--- config.mk ---
export PLATFORM = sky130hd
export DESIGN_NAME = pong_game_ctrl
export DESIGN_NICKNAME = d
export VERILOG_FILES = /design/src/rtl/pong_pkg.sv /design/src/rtl/pong_frame_div.sv /design/src/rtl/pong_game_ctrl.sv
export SDC_FILE = /design/constraint.sdc
export NUM_CORES = 1
export LEC_CHECK = 0
export CORE_MARGIN = 2
export CORE_UTILIZATION = 45
export DETAILED_ROUTE_END_ITERATION = 10
export PLACE_DENSITY = 0.76
export SYNTH_ARGS = -nofsm -noshare
export SYNTH_HDL_FRONTEND = slang
export SYNTH_HIERARCHICAL = 1
export SYNTH_SLANG_ARGS = --single-unit
--- constraint.sdc ---
create_clock -name clk -period 4.8 [get_ports clk]
set_input_delay 1.44 -clock clk [delete_from_list [all_inputs] [get_ports clk]]
set_output_delay 1.44 -clock clk [all_outputs]
set_load 0.03 [all_outputs]
--- src/rtl/pong_pkg.sv ---
// Shared state encodings, default game parameters and score helper for the pong controller.
// Latency: n/a (types and constants only); backpressure: n/a.
package pong_pkg;

  typedef enum logic [2:0] {
    ST_IDLE  = 3'd0,
    ST_SERVE = 3'd1,
    ST_PLAY  = 3'd2,
    ST_POINT = 3'd3,
    ST_OVER  = 3'd4
  } state_t;

  localparam int FRAME_DIV_DEF    = 2;
  localparam int SERVE_FRAMES_DEF = 60;
  localparam int WIN_SCORE_DEF    = 7;

  function automatic logic [3:0] sat_inc(input logic [3:0] v, input logic [3:0] lim);
    return (v >= lim) ? v : v + 4'd1;
  endfunction

endpackage

--- src/rtl/pong_frame_div.sv ---
// Frame-tick prescaler: counts enabled ticks, tc_o fires combinationally on the term_i-th tick and wraps.
// Latency: tc_o same cycle as the terminal tick; backpressure: none, en_i low holds the count.
module pong_frame_div (
  input  logic       clk,
  input  logic       rst_n,
  input  logic       tick_i,
  input  logic       en_i,
  input  logic       clr_i,
  input  logic [7:0] term_i,
  output logic       tc_o
);

  logic [7:0] cnt_q, cnt_d;
  logic       hit;

  assign hit  = en_i && tick_i && (cnt_q == term_i - 8'd1);
  assign tc_o = hit && !clr_i;

  always_comb begin
    cnt_d = cnt_q;
    if (clr_i || hit)
      cnt_d = 8'd0;
    else if (en_i && tick_i)
      cnt_d = cnt_q + 8'd1;
  end

  always_ff @(posedge clk or negedge rst_n) begin
    if (!rst_n)
      cnt_q <= 8'd0;
    else
      cnt_q <= cnt_d;
  end

endmodule

--- src/rtl/pong_game_ctrl.sv ---
// Pong game sequencer: serve hold, physics pacing, scoring and game-over handling.
// Latency: all outputs registered, miss-to-score 1 cycle; backpressure: none, pause freezes physics only.
module pong_game_ctrl
  import pong_pkg::*;
#(
  parameter int FRAME_DIV    = FRAME_DIV_DEF,
  parameter int SERVE_FRAMES = SERVE_FRAMES_DEF,
  parameter int WIN_SCORE    = WIN_SCORE_DEF
) (
  input  logic       clk,
  input  logic       rst_n,
  input  logic       frame_tick,
  input  logic       start,
  input  logic       pause,
  input  logic       miss_left,
  input  logic       miss_right,
  output logic       phys_en,
  output logic       serve,
  output logic       serve_dir,
  output logic [3:0] score_player,
  output logic [3:0] score_opp,
  output logic [2:0] state,
  output logic       game_over,
  output logic       winner
);

  localparam logic [7:0] FD_W  = 8'(FRAME_DIV);
  localparam logic [7:0] SF_W  = 8'(SERVE_FRAMES);
  localparam logic [3:0] WIN_W = 4'(WIN_SCORE);

  state_t     state_q;
  logic [3:0] score_p_q, score_o_q;
  logic       phys_en_q, serve_q, serve_dir_q, game_over_q, winner_q;
  logic       start_low_q;

  logic       div_en, div_clr, div_tc, go_new;
  logic [7:0] div_term;

  // One prescaler shared by the serve hold and the physics pacing; it sits cleared elsewhere.
  always_comb begin
    div_en   = 1'b0;
    div_clr  = 1'b1;
    div_term = SF_W;
    if (state_q == ST_SERVE) begin
      div_en  = 1'b1;
      div_clr = 1'b0;
    end else if (state_q == ST_PLAY) begin
      div_en   = !pause;
      div_clr  = 1'b0;
      div_term = FD_W;
    end
  end

  pong_frame_div u_div (
    .clk    (clk),
    .rst_n  (rst_n),
    .tick_i (frame_tick),
    .en_i   (div_en),
    .clr_i  (div_clr),
    .term_i (div_term),
    .tc_o   (div_tc)
  );

  // A start held from before OVER must drop once before it can begin a new game.
  assign go_new = start && ((state_q == ST_IDLE) || (state_q == ST_OVER && start_low_q));

  always_ff @(posedge clk or negedge rst_n) begin
    if (!rst_n) begin
      state_q     <= ST_IDLE;
      score_p_q   <= 4'd0;
      score_o_q   <= 4'd0;
      phys_en_q   <= 1'b0;
      serve_q     <= 1'b0;
      serve_dir_q <= 1'b1;
      game_over_q <= 1'b0;
      winner_q    <= 1'b0;
      start_low_q <= 1'b0;
    end else begin
      phys_en_q <= 1'b0;
      serve_q   <= 1'b0;
      if (go_new) begin
        state_q     <= ST_SERVE;
        score_p_q   <= 4'd0;
        score_o_q   <= 4'd0;
        serve_dir_q <= 1'b1;
        serve_q     <= 1'b1;
        game_over_q <= 1'b0;
        winner_q    <= 1'b0;
      end else begin
        case (state_q)
          ST_IDLE: ;
          ST_SERVE: if (div_tc) state_q <= ST_PLAY;
          ST_PLAY: begin
            if (miss_left && miss_right) begin
              state_q <= ST_POINT;
            end else if (miss_left) begin
              score_p_q   <= sat_inc(score_p_q, WIN_W);
              serve_dir_q <= 1'b0;
              state_q     <= ST_POINT;
            end else if (miss_right) begin
              score_o_q   <= sat_inc(score_o_q, WIN_W);
              serve_dir_q <= 1'b1;
              state_q     <= ST_POINT;
            end else if (div_tc) begin
              phys_en_q <= 1'b1;
            end
          end
          ST_POINT: begin
            if (score_p_q == WIN_W || score_o_q == WIN_W) begin
              state_q     <= ST_OVER;
              game_over_q <= 1'b1;
              winner_q    <= (score_p_q == WIN_W);
              start_low_q <= 1'b0;
            end else begin
              serve_q <= 1'b1;
              state_q <= ST_SERVE;
            end
          end
          ST_OVER: if (!start) start_low_q <= 1'b1;
          default: state_q <= ST_IDLE;
        endcase
      end
    end
  end

  assign phys_en      = phys_en_q;
  assign serve        = serve_q;
  assign serve_dir    = serve_dir_q;
  assign score_player = score_p_q;
  assign score_opp    = score_o_q;
  assign state        = state_q;
  assign game_over    = game_over_q;
  assign winner       = winner_q;

endmodule

==> flow_metrics.py <==
metrics = {
    "synth": {
        "synth-seq-area-share_pct": 39.8,
        "yosysWarnings": 6,
        "synthArstFlopShare_pct": 100,
        "synthCells": 173,
        "synth_common_cells": "dfrtp_1, nand2_1, a21oi_1, nor2_1, o21ai_0",
        "netlist.area_leader.share_pct": 38.2,
        "netlist_area_um2": 1570,
        "ys_seq_elements": 25,
        "avgSynthCellArea_um2": 9.10,
        "synth_edf_count": 0,
        "synth_top_area_cell": "dfrtp_1",
        "yosysUniqueCellTypes": 46,
        "synth_area_leaders": "dfrtp_1, a21oi_1, xnor2_1, nand2_1, ha_1",
        "yosysMostFrequentCell": "dfrtp_1",
        "ys.flop_type": "dfrtp_1",
    },
    "timing": {
        "fin_crit_sh_pct": 74.9,
        "skew_ns": 0.000592,
        "min_period_ns": 3.59,
        "worst_slew_pin_slew_ns": 1.12,
        "finalSetupViolCount": 0,
        "fmax_mhz": 278,
        "final_hold_viol_count": 0,
        "worst_slew_margin_rel_pct": 25.2,
        "rsz0062_at_grt": "no",
        "finalMaxSlewViolations": 0,
        "setup-tns-final_ns": 0,
    },
    "status": {
        "status": "finished clean",
    },
    "drt": {
        "vias_per_cell": 5.69,
        "routedWlPerCell_um": 14.5,
        "ant_nets": 0,
        "dr.pass1.iters": 4,
        "dr_total_vias": 1416,
        "drc": 0,
        "drtIter0Drc": 46,
        "drt-total-wl_um": 3620,
    },
    "grt": {
        "grt_pass1_wl_um": 6290,
        "grt_pass1_vias": 1396,
        "grt_antenna_before_repair": 0,
        "grt.total_usage_pct": 19.3,
        "gr-total-overflow": 0,
        "grt_max_degree": 26,
    },
    "finish": {
        "finalNetCount": 215,
        "design_area_um2": 1890,
        "stdcell_count": 249,
        "diodes": 0,
        "drive_gt1_share_pct": 5.91,
        "area_growth_syn_to_layout_pct": 20.0,
        "fillCellCount": 300,
    },
    "floorplan": {
        "row_count": 21,
        "core_area_um2": 3340,
        "die_h_um": 63.1,
        "die-area_um2": 3990,
        "die_x_um": 63.1,
        "initial_core_util_pct": 47.2,
        "ios": 23,
    },
    "worst_setup_path": {
        "critPathKind": "in2reg",
        "end_kind": "register",
        "path_max_fanout": 5,
        "worstPathArrival_ns": 3.83,
        "start_kind": "input port",
        "worstPathRequired_ns": 5.04,
    },
    "cts": {
        "cts_setup_buffers": 0,
        "cts.htree.levels": 1,
        "cts_made_buffers": 3,
        "cts_sinks": 25,
        "cts_tree": "yes",
        "cts_resized": 0,
        "cts-root-buf": "clkbuf_4",
        "hold_buffers": 0,
        "clock_latency_ns": 0.31,
        "cts.clk_slew.worst_paths_ns": 0.14,
        "clk_path_buf_depth": 2,
    },
    "min_path": {
        "min_path_type": "reg2reg",
    },
    "power_and_ir_drop": {
        "power.density_nw_per_um2": 253,
        "p_leak_nw": 0.797,
        "vdd_drop_max_v": 0.000173,
    },
    "run": {
        "drv_cap": 0,
    },
    "placed_design": {
        "place_area_um2": 1860,
        "io_buffers": 22,
        "place_inst": 245,
        "place_congestion": 0.841,
        "place_hpwl_um": 2670,
    },
}
[logic make-up after synthesis]
| logic type | Yosys count | share of synthesized area (%) |
|---|---|---|
| simple gates | 63 | 23.5 |
| compound gates | 55 | 23.0 |
| flops | 25 | 39.8 |
| buf+inv | 13 | 3.58 |
| xor+xnor | 11 | 6.12 |
| fa+ha+maj | 4 | 3.18 |
| other cells | 1 | 0.238 |
| mux | 1 | 0.636 |
[layer usage]
metal  up-vias  part of all wire (%)  GRT usage, %
li1        695                     -             -
met1       685                    47          26.4
met2        34                    49          32.0
met3         2                   3.9          2.32
met4         0                  0.66          5.83
met5         -                     0             0
[state kept, by name (all words and copies together), names as in the netlist]
name / flops
phys_en: 1
score_opp: 4
u_div/cnt_q: 8
serve_dir: 1
score_player: 4
serve: 1
winner: 1
start_low_q: 1
game_over: 1
state: 3
[power by group]
group	total [W]	leakage, nW	switching [W]	internal, W
logic	0.000123	0.446	0.0000672	0.0000559
clock network	0.0000959	0.0150	0.0000635	0.0000324
registers	0.000259	0.336	0.0000313	0.000228
[cell usage in the layout (no fill, tap or decap), types with 7 or more instances in the layout]
| master | n |
|---|---|
| a21oi_1 | 13 |
| a31oi_1 | 7 |
| clkdlybuf4s50_1 | 22 |
| conb_1 | 8 |
| dfrtp_1 | 24 |
| inv_1 | 9 |
| nand2_1 | 14 |
| nor2_1 | 10 |
| nor3_1 | 7 |
| o21ai_0 | 10 |
| xnor2_1 | 7 |
[through the flow]
step                      total power, W  hold slack [ns]  utilization [%]  setup WS, ns
final                           0.000478            0.561             56.6          1.21
after global routing            0.000504            0.592             56.6          1.03
after CTS                       0.000479            0.561             56.6          1.29
after detailed placement        0.000382            0.538             55.8         0.951
after global placement          0.000373            0.503             55.8          1.07
after floorplan                 0.000344            0.486                -          1.59
[critical path, stage by stage]
cell	delay (ns)
clkdlybuf4s50_1	0.40
or2_2	0.29
a21oi_1	0.32
nand2_1	0.17
nor3_1	0.31
o211ai_1	0.20
nor4_2	0.36
nand3_1	0.13
a21oi_1	0.21
[path summary, 6_finish.rpt]
path	startpoint	end	slack [ns]	cells past startpoint
max in group asynchronous	rst_n	u_div/cnt_q[7]	2.43	1
worst min register to register	winner	winner	0.56	2
min in group asynchronous	rst_n	score_player[0]	1.71	1
worst max register to register	state[0]	state[1]	1.84	9
worst max-delay path	pause	state[1]	1.21	9
worst min-delay path	winner	winner	0.56	2
[layout make-up]
type | count | area [um^2] | share of cell area, %
repair buffers | 23 | 228 | 12.1
flip-flops and latches | 25 | 627 | 33.2
inverters | 9 | 33.8 | 1.79
multi-input cells | 142 | 917 | 48.5
clock buffers | 4 | 26.3 | 1.39
well taps | 46 | 57.6 | 3.05
Note: power is estimated with default switching activity, not from simulation.
